**src/rtl/sparse_pkg.sv**
```systemverilog
// Shared sparse-datapath defaults used by simple_cu and sparse_row_acc.
// d_entry_t describes one output FIFO entry at the default widths.
package sparse_pkg;

    localparam int DW_DATA   = 8;
    localparam int DW_ROWIDX = 4;
    localparam int DW_ELEIDX = 4;
    localparam int DW_ACC    = 24;
    localparam int OUT_DEPTH = 2;

    typedef struct packed {
        logic [DW_ROWIDX-1:0] row;
        logic [DW_ACC-1:0]    data;
    } d_entry_t;

endpackage

```
**src/rtl/sparse_row_fifo.sv**
```systemverilog
// Small synchronous FIFO with a registered head entry, registered full flag,
// and occupancy count. A pop and a push may share a cycle at any occupancy,
// including full, so the push is accepted when a pop frees the slot.
module sparse_row_fifo
    import sparse_pkg::*;
#(
    parameter int DEPTH = OUT_DEPTH,
    parameter int W     = DW_ROWIDX + DW_ACC
) (
    input  logic                     clk,
    input  logic                     reset_n,
    input  logic                     push,
    input  logic [W-1:0]             push_data,
    input  logic                     pop,
    output logic [W-1:0]             head,
    output logic                     empty,
    output logic                     full,
    output logic [$clog2(DEPTH):0]   count
);

    localparam int PW = $clog2(DEPTH);
    localparam int CW = PW + 1;

    logic [W-1:0]  mem_q [DEPTH];
    logic [PW-1:0] wr_q, wr_d, rd_q, rd_d;
    logic [CW-1:0] cnt_q, cnt_d;
    logic          full_q;
    logic [W-1:0]  head_q, head_d;
    logic          do_push, do_pop;

    // Next pointers, count and head; the head is reloaded from the new read slot,
    // bypassing the incoming word when it lands in that very slot.
    always_comb begin
        do_pop  = pop && (cnt_q != '0);
        do_push = push && ((cnt_q != CW'(DEPTH)) || do_pop);
        wr_d    = wr_q + PW'(do_push);
        rd_d    = rd_q + PW'(do_pop);
        cnt_d   = cnt_q + CW'(do_push) - CW'(do_pop);
        head_d  = head_q;
        if (cnt_d != '0) begin
            head_d = (do_push && (wr_q == rd_d)) ? push_data : mem_q[rd_d];
        end
    end

    // Control state and head register.
    always_ff @(posedge clk or negedge reset_n) begin
        if (!reset_n) begin
            wr_q   <= '0;
            rd_q   <= '0;
            cnt_q  <= '0;
            full_q <= 1'b0;
            head_q <= '0;
        end else begin
            wr_q   <= wr_d;
            rd_q   <= rd_d;
            cnt_q  <= cnt_d;
            full_q <= (cnt_d == CW'(DEPTH));
            head_q <= head_d;
        end
    end

    // Storage array; contents are meaningless until written, so no reset.
    always_ff @(posedge clk) begin
        if (do_push) begin
            mem_q[wr_q] <= push_data;
        end
    end

    assign head  = head_q;
    assign empty = (cnt_q == '0);
    assign full  = full_q;
    assign count = cnt_q;

endmodule

```
**src/rtl/sparse_row_acc.sv**
```systemverilog
// Row accumulator for the sparse datapath: sums signed PE products per row and
// pushes {row, sum} into a small output FIFO on each row close.
// Build option: SPARSE_ROW_ACC_SAT_EN selects signed-saturating accumulation
// (sticky clamp until the row closes); otherwise the sum wraps at DW_ACC bits.
module sparse_row_acc #(
    parameter int DW_DATA   = sparse_pkg::DW_DATA,
    parameter int DW_ROWIDX = sparse_pkg::DW_ROWIDX,
    parameter int DW_ACC    = sparse_pkg::DW_ACC,
    parameter int OUT_DEPTH = sparse_pkg::OUT_DEPTH
) (
    input  logic                   clk,
    input  logic                   reset_n,
    input  logic [2*DW_DATA-1:0]   prod_in,
    input  logic                   acc_en,
    input  logic                   out_valid,
    input  logic [DW_ROWIDX-1:0]   row,
    output logic                   D_valid,
    input  logic                   D_ready,
    output logic [DW_ROWIDX-1:0]   D_row,
    output logic [DW_ACC-1:0]      D_data,
    output logic                   full,
    output logic                   ovf
);

    localparam int EW = DW_ROWIDX + DW_ACC;

    logic signed [DW_ACC-1:0] acc_q, acc_d;
    logic signed [DW_ACC-1:0] prod_ext;
    logic signed [DW_ACC-1:0] row_sum;
    logic                     ovf_q;
    logic                     pop;
    logic                     fifo_empty;
    logic [$clog2(OUT_DEPTH):0] fifo_count;
    logic [EW-1:0]            head;

    assign prod_ext = DW_ACC'(signed'(prod_in));
    assign pop      = (fifo_count != '0) && D_ready;

`ifdef SPARSE_ROW_ACC_SAT_EN
    localparam logic signed [DW_ACC-1:0] ACC_MAX = {1'b0, {(DW_ACC-1){1'b1}}};
    localparam logic signed [DW_ACC-1:0] ACC_MIN = {1'b1, {(DW_ACC-1){1'b0}}};

    logic sat_q, sat_d;

    function automatic logic add_overflows(input logic signed [DW_ACC-1:0] a,
                                           input logic signed [DW_ACC-1:0] b);
        logic signed [DW_ACC-1:0] s;
        s = a + b;
        return (a[DW_ACC-1] == b[DW_ACC-1]) && (s[DW_ACC-1] != a[DW_ACC-1]);
    endfunction

    function automatic logic signed [DW_ACC-1:0] sat_add(input logic signed [DW_ACC-1:0] a,
                                                         input logic signed [DW_ACC-1:0] b);
        if (add_overflows(a, b)) begin
            return a[DW_ACC-1] ? ACC_MIN : ACC_MAX;
        end
        return a + b;
    endfunction

    // Saturating row sum; once clamped, further products are ignored until close.
    always_comb begin
        row_sum = acc_q;
        sat_d   = sat_q;
        if (acc_en && !sat_q) begin
            row_sum = sat_add(acc_q, prod_ext);
            sat_d   = add_overflows(acc_q, prod_ext);
        end
        if (out_valid) begin
            sat_d = 1'b0;
        end
    end

    // Clamp-held flag for the current row.
    always_ff @(posedge clk or negedge reset_n) begin
        if (!reset_n) begin
            sat_q <= 1'b0;
        end else begin
            sat_q <= sat_d;
        end
    end
`else
    // Wrapping row sum; a same-cycle product belongs to the row being closed.
    always_comb begin
        row_sum = acc_en ? (acc_q + prod_ext) : acc_q;
    end
`endif

    // Accumulator clears on every row close, whether or not the push was kept.
    always_comb begin
        acc_d = out_valid ? '0 : row_sum;
    end

    // Accumulator and sticky overflow flag for dropped row closes.
    always_ff @(posedge clk or negedge reset_n) begin
        if (!reset_n) begin
            acc_q <= '0;
            ovf_q <= 1'b0;
        end else begin
            acc_q <= acc_d;
            if (out_valid && full && !pop) begin
                ovf_q <= 1'b1;
            end
        end
    end

    sparse_row_fifo #(
        .DEPTH (OUT_DEPTH),
        .W     (EW)
    ) u_fifo (
        .clk       (clk),
        .reset_n   (reset_n),
        .push      (out_valid),
        .push_data ({row, row_sum}),
        .pop       (pop),
        .head      (head),
        .empty     (fifo_empty),
        .full      (full),
        .count     (fifo_count)
    );

    assign D_valid = !fifo_empty;
    assign D_row   = head[EW-1:DW_ACC];
    assign D_data  = head[DW_ACC-1:0];
    assign ovf     = ovf_q;

endmodule

```
**config.mk**
```make
export PLATFORM = sky130hd
export DESIGN_NAME = sparse_row_acc
export DESIGN_NICKNAME = d
export VERILOG_FILES = /design/src/rtl/sparse_pkg.sv /design/src/rtl/sparse_row_fifo.sv /design/src/rtl/sparse_row_acc.sv
export SDC_FILE = /design/constraint.sdc
export NUM_CORES = 1
export LEC_CHECK = 0
export ABC_AREA = 1
export BUFFER_PORTS_ARGS = -buffer_cell sky130_fd_sc_hd__buf_2
export CAP_MARGIN = 10
export CORE_MARGIN = 1
export CORE_UTILIZATION = 35
export CTS_CLUSTER_DIAMETER = 100
export DETAILED_ROUTE_END_ITERATION = 8
export PLACE_DENSITY_LB_ADDON = 0.2
export SLEW_MARGIN = 40
export SYNTH_ARGS = -nofsm -noshare
export SYNTH_HDL_FRONTEND = slang
export SYNTH_SLANG_ARGS = --single-unit
```
**constraint.sdc**
```tcl
create_clock -name clk -period 2.7 [get_ports clk]
set_clock_uncertainty 0.15 [all_clocks]
set_input_delay 0.54 -clock clk [delete_from_list [all_inputs] [get_ports clk]]
set_output_delay 0.54 -clock clk [all_outputs]
set_load 0.01 [all_outputs]
```
# ---- Word-level counts from Yosys, hierarchy flattened
# Memory sizes are Yosys's and may differ from the RTL's. A register that Yosys moved wholly into a read port is not among the register bits.
# Index checks and enable logic that the tools add are counted.
# W data, S select, Z words.
dict set report word_totals {
  ram_bits 56
  out_inout_bits 31
  input_bits 25
  memories 1
  regBits 30
  wordCells 30
}
# name depth word_bits rd rd_ports_with_merged_regs write_ports line_no
set memory_table {}
lappend memory_table {u_fifo.mem_q 2 28 1 1 1 sparse_row_fifo.sv:24} ;# logic [W-1:0] mem_q [DEPTH];
dict set report classes {
  eq_ne 2
  add_sub_neg 5
  n_reduce_logical 12
  mux 4
}
# cell count
set ops {}
lappend ops {{$mux W24} 2}
lappend ops {{$add A24 B16 Y24} 1}
lappend ops {{$logic_and A1 B1 Y1} 5}
lappend ops {{$reduce_bool A2 Y1} 2}
lappend ops {{$logic_not A1 Y1} 3}
lappend ops {{$add A1 B1 Y1} 2}
lappend ops {{$add A2 B1 Y2} 1}
lappend ops {{$eq A2 B2 Y1 const B} 1}
lappend ops {{$logic_not A2 Y1} 1}
lappend ops {{$mux W1} 2}
lappend ops {{$ne A2 B2 Y1 const B} 1}
lappend ops {{$sub A2 B1 Y2} 1}
lappend ops {{$logic_or A1 B1 Y1} 1}

# ---- Longest topological paths before layout
dict set report depth {
  ltp_word 8
  mapped_depth 15
  mapped_depth_nobuf 15
}

# ---- Hierarchy
# Synthesis repeated with hierarchy kept, for this count alone.
dict set report hier_totals {
  hier_cells 941
  hier_area_um2 6935.4
}
# module area_per_inst_um2 seq_area_each_um2 n_inst cells_each
set modules_own_cells {}
lappend modules_own_cells {sparse_row_fifo 4100.2 2507.4 1 450}
lappend modules_own_cells {sparse_row_acc 2835.2 625.6 1 491}

# ---- Least setup slack after synthesis
# Ideal clock, no wire load.
dict set report synth_timing {
  path_kind {input port to flip-flop}
  startpoint {in out_valid}
  endpoint {reg u_fifo.head_q[0], in the netlist u_fifo.head[0], read port of u_fifo.mem_q}
  setup_slack_ns 0.300
  t_required_ns 2.485
  path_stages 12
  t_arrival_ns 2.185
  setup_time_ns 0.065
  n_path_buf 3
  cell_sequence {clkbuf_1 o31ai_1 inv_1 ha_1 xor2_1 xor2_1 nand2_2 inv_2 buf_4 buf_4 nand2_1 nand2_1}
}
dict set report synth_via {
  elab_chain_len 4
}
# item line_no
set synth_lines {}
lappend synth_lines {{from (decl)} sparse_row_acc.sv:15} ;# input logic out_valid,
lappend synth_lines {{$logic_and A1 B1 Y1} sparse_row_fifo.sv:35} ;# do_push = push && ((cnt_q != CW'(DEPTH)) || do_pop);
lappend synth_lines {{$add A2 B1 Y2} sparse_row_fifo.sv:38} ;# cnt_d = cnt_q + CW'(do_push) - CW'(do_pop);
lappend synth_lines {{$sub A2 B1 Y2} sparse_row_fifo.sv:38}
lappend synth_lines {{$reduce_bool A2 Y1} sparse_row_fifo.sv:40} ;# if (cnt_d != '0) begin
lappend synth_lines {{to (decl)} sparse_row_fifo.sv:28} ;# logic [W-1:0] head_q, head_d;
# Every way passes these cells.
# A chain may end at the register's enable or synchronous reset.

# ---- Worst setup path after layout
dict set report layout_timing {
  startpoint {reg u_fifo.cnt_q[1], in the netlist u_fifo.count[1]}
  endpoint {reg u_fifo.head_q[8], in the netlist u_fifo.head[8], read port of u_fifo.mem_q}
}
dict set report layout_via {
  elab_chain_len 8
  word_cells_on_any_way 10
  classes_between {3 x add/sub; 1 x eq/ne; 6 x reduce/logical}
}
# item line_no
set layout_lines {}
lappend layout_lines {{from (decl)} sparse_row_fifo.sv:26} ;# logic [CW-1:0] cnt_q, cnt_d;
lappend layout_lines {{from (signal assigned)} sparse_row_fifo.sv:56} ;# cnt_q <= cnt_d;
lappend layout_lines {{$reduce_bool A2 Y1} {sparse_row_fifo.sv:34, sparse_row_acc.sv:37}}
lappend layout_lines {{$logic_and A1 B1 Y1} sparse_row_acc.sv:37} ;# assign pop = (fifo_count != '0) && D_ready;
lappend layout_lines {{$logic_and A1 B1 Y1} sparse_row_fifo.sv:34} ;# do_pop = pop && (cnt_q != '0);
lappend layout_lines {{$logic_or A1 B1 Y1} sparse_row_fifo.sv:35}
lappend layout_lines {{$logic_and A1 B1 Y1} sparse_row_fifo.sv:35}
lappend layout_lines {{$add A2 B1 Y2} sparse_row_fifo.sv:38}
lappend layout_lines {{$sub A2 B1 Y2} sparse_row_fifo.sv:38}
lappend layout_lines {{$reduce_bool A2 Y1} sparse_row_fifo.sv:40}
# Parallel ways exist; a longest one is shown, timed or not.

==> metrics.json <==
{
  "outcome": {"value": "finished clean"},
  "grt_max_degree": {"value": 39},
  "numClockSinks": {"value": 114},
  "area.sequential": {"value": 3130, "unit": "sq um"},
  "ioPinCount": {"value": 56},
  "cts_max_path_buffers": {"value": 2},
  "synth-edff-count": {"value": 56},
  "fin_nets": {"value": 919},
  "postRouteWirelength": {"value": 16.6, "unit": "mm"},
  "fmax": {"value": 402, "unit": "MHz"},
  "fin_crit": {"value": 2.49, "unit": "ns"},
  "critical_path_top_delay_cell": {"value": "dfrtp_1"},
  "clkTransAtPathRegs": {"value": 0.05, "unit": "ns"},
  "remaining_antenna_violation_count_after_routing": {"value": 0},
  "cpPeakStageDelay": {"value": 0.37, "unit": "ns"},
  "slew_violations": {"value": 0},
  "synthMostInstantiatedCell": {"value": "nand2_1"},
  "overall_via_count_from_detail_route": {"value": 5208},
  "wl_per_cell": {"value": 15.0, "unit": "um"},
  "synth.net_count": {"value": 845},
  "worst_hold_slack": {"value": 0.189, "unit": "ns"},
  "placementRows": {"value": 49},
  "headroom_to_the_max_slew_limit": {"value": 0.593},
  "critPathMaxFanout": {"value": 13},
  "synth-main-ff-cell": {"value": "dfrtp_1"},
  "drt-pass1-iter-count": {"value": 4},
  "antenna_found_initial": {"value": 0},
  "globalRoute.totalOverflow": {"value": 0},
  "tritoncts.num_buffers": {"value": 17},
  "clock_latency": {"value": 0.41, "unit": "ns"},
  "num_antenna_cells": {"value": 0},
  "die_area": {"value": 18900, "unit": "sq um"},
  "critPathKind": {"value": "reg -> reg"},
  "placedInstanceArea": {"value": 7060, "unit": "sq um"},
  "fillCellCount": {"value": 1851},
  "chipHeight": {"value": 138, "unit": "um"},
  "cp-end-kind": {"value": "register"},
  "clk_root_buffer_cell": {"value": "clkbuf_16"},
  "period_share": {"value": 0.922},
  "core_area": {"value": 18000, "unit": "sq um"},
  "top_cell_type_s_share_of_synthesized_area": {"value": 0.261},
  "worst-path-buf-inv": {"value": 5},
  "grt_pass1_vias": {"value": 4861},
  "path_cells": {"value": "inv_2, nand2_4, nand2_4, clkinv_2, ha_1, inv_1, ha_1, xor2_1, xor2_1, nand2_2, inv_4, buf_12, a21oi_1, o21ai_1, nand2_1"},
  "irDropWorstVdd": {"value": 0.970, "unit": "mV"},
  "powerDensity": {"value": 1090, "unit": "nW/um^2"},
  "port-buffer-count": {"value": 55},
  "setup_viol": {"value": 0},
  "cts-htree-levels": {"value": 4},
  "multi_input_comb_area": {"value": 2760, "unit": "sq um"},
  "cts_tree": {"value": "yes"},
  "p_leak": {"value": 3.79, "unit": "nW"},
  "yosys_warnings": {"value": 0},
  "start_util": {"value": 0.358},
  "remaining_drc_errors": {"value": 0},
  "grt_first_pass_wirelength": {"value": 26.2, "unit": "mm"},
  "yosys-top-cells-area": {"value": "edfxtp_1, dfrtp_1, nand2_1, inv_1, ha_1"},
  "post-place-ws": {"value": 0.0486, "unit": "ns"},
  "syn-mean-instance-area": {"value": 8.12, "unit": "sq um"},
  "synth-async-reset-ratio": {"value": 0.509},
  "netlist_instances": {"value": 792},
  "gp_routability_congestion": {"value": 0.852},
  "synthDistinctLibCells": {"value": 36},
  "hold_path_class": {"value": "in -> reg"},
  "worst_ep_required_time": {"value": 2.84, "unit": "ns"},
  "synth_top_cell_by_area": {"value": "edfxtp_1"},
  "setup.worst_path.start_class": {"value": "register"},
  "drt-initial-drc-count": {"value": 351},
  "final_cell_area": {"value": 7600, "unit": "sq um"},
  "utilization": {"value": 0.423},
  "hold_violations": {"value": 0},
  "ys_seq_area_frac": {"value": 0.487},
  "cp_top_family": {"value": "buffers and inverters"},
  "gr-usage-all-layers": {"value": 0.187},
  "die_w": {"value": 138, "unit": "um"},
  "post_route_cells_drive_above_1_share": {"value": 0.137},
  "synth_top_cells_by_count": {"value": "nand2_1, inv_1, dfrtp_1"},
  "maxCapViolCount": {"value": 0},
  "synth.cell_area": {"value": 6430, "unit": "sq um"},
  "detail_route.vias_per_cell": {"value": 4.71},
  "yosys_register_bits": {"value": 114},
  "tightestPinTransition": {"value": 0.604, "unit": "ns"},
  "area_growth_syn_to_layout": {"value": 18.2, "unit": "%"},
  "setup_slack": {"value": 0.212, "unit": "ns"},
  "place.detailed.hpwl": {"value": 11.9, "unit": "mm"},
  "worst_endpoint_data_arrival_time": {"value": 2.63, "unit": "ns"}
}
## what timing repair did
action	4_1_cts	5_1_grt
buffers inserted	0	0
endpoints found under the hold margin	20	0
resized for setup	0	1
hold buffers	1	0
endpoints found under the setup margin	0	2
## layer usage
metal	up-vias	wire length [um]	GRT usage
met5	-	0	0
met4	0	155	0.0562
met3	12	498	0.0324
met2	88	7550	0.295
met1	2410	8350	0.261
li1	2698	-	-
## registers in the layout, indices dropped and copies added, names as in the netlist
signal        flops
u_fifo.mem_q     56
u_fifo.head      28
acc_q            24
u_fifo.count      2
ovf               1
u_fifo.full       1
u_fifo.rd_q       1
u_fifo.wr_q       1
## stage by stage
stage / TNS, ns / instances / total power (W)
after floorplan: 0 / 792 / 0.00515
after global placement: 0 / 1074 / 0.00622
after detailed placement: 0 / 1074 / 0.00625
after CTS: 0 / 1104 / 0.00825
after global routing: -0.0104 / 1105 / 0.00894
final: 0 / 1105 / 0.00827
## layout make-up
type,count,area share
sequential,114,0.412
multi-input combinational,546,0.363
timing repair buffer,77,0.0655
clock buffer,20,0.0574
inverter,110,0.0550
tap,229,0.0377
clock inverter,9,0.00905
## kinds of logic after synthesis
| family | Yosys count | synth area share |
|---|---|---|
| simple gates | 397 | 0.258 |
| buf+inv | 132 | 0.0835 |
| flops | 114 | 0.487 |
| compound gates | 102 | 0.0854 |
| fa+ha+maj | 28 | 0.0556 |
| xor+xnor | 11 | 0.0179 |
| mux | 8 | 0.0125 |
## path summary, 6_finish.rpt
path,depth (start not counted),to,from,slack (ns)
max reg2reg,15,u_fifo.head[8]$_DFFE_PN0P_,u_fifo.count[1]$_DFF_PN0_,0.21
min reg2reg,1,ovf$_DFFE_PN0P_,ovf$_DFFE_PN0P_,0.31
min in group asynchronous,2,u_fifo.head[25]$_DFFE_PN0P_,reset_n,0.51
max in group asynchronous,3,u_fifo.head[19]$_DFFE_PN0P_,reset_n,1.26
min,1,u_fifo.mem_q[1][25]$_DFFE_PP_,row[1],0.19
max,15,u_fifo.head[8]$_DFFE_PN0P_,u_fifo.count[1]$_DFF_PN0_,0.21
## layout by cell type, fill, tap and decap left out, types with 3 or more instances in the layout
| cell | n |
|---|---|
| and2_1 | 3 |
| clkbuf_16 | 18 |
| a21oi_1 | 55 |
| buf_4 | 17 |
| dfrtp_1 | 58 |
| mux2i_1 | 8 |
| ha_1 | 27 |
| nor2_1 | 54 |
| xor2_1 | 8 |
| o21a_1 | 4 |
| clkbuf_1 | 3 |
| edfxtp_1 | 56 |
| o211ai_1 | 6 |
| clkinv_2 | 9 |
| buf_2 | 55 |
| o21ai_0 | 14 |
| nand3_1 | 52 |
| nand3b_1 | 7 |
| buf_12 | 3 |
| nand2_1 | 262 |
| or2_2 | 5 |
| nand2_4 | 5 |
| o21ai_1 | 16 |
| nand4_1 | 5 |
| inv_1 | 104 |
| a31oi_1 | 4 |
## power breakdown
part	internal, W	switching (W)	leakage [nW]
logic	0.00137	0.00227	2.29
registers	0.00245	0.000218	1.25
clock network	0.00123	0.000736	0.256
No activity file was read; power rests on OpenSTA's default activity.
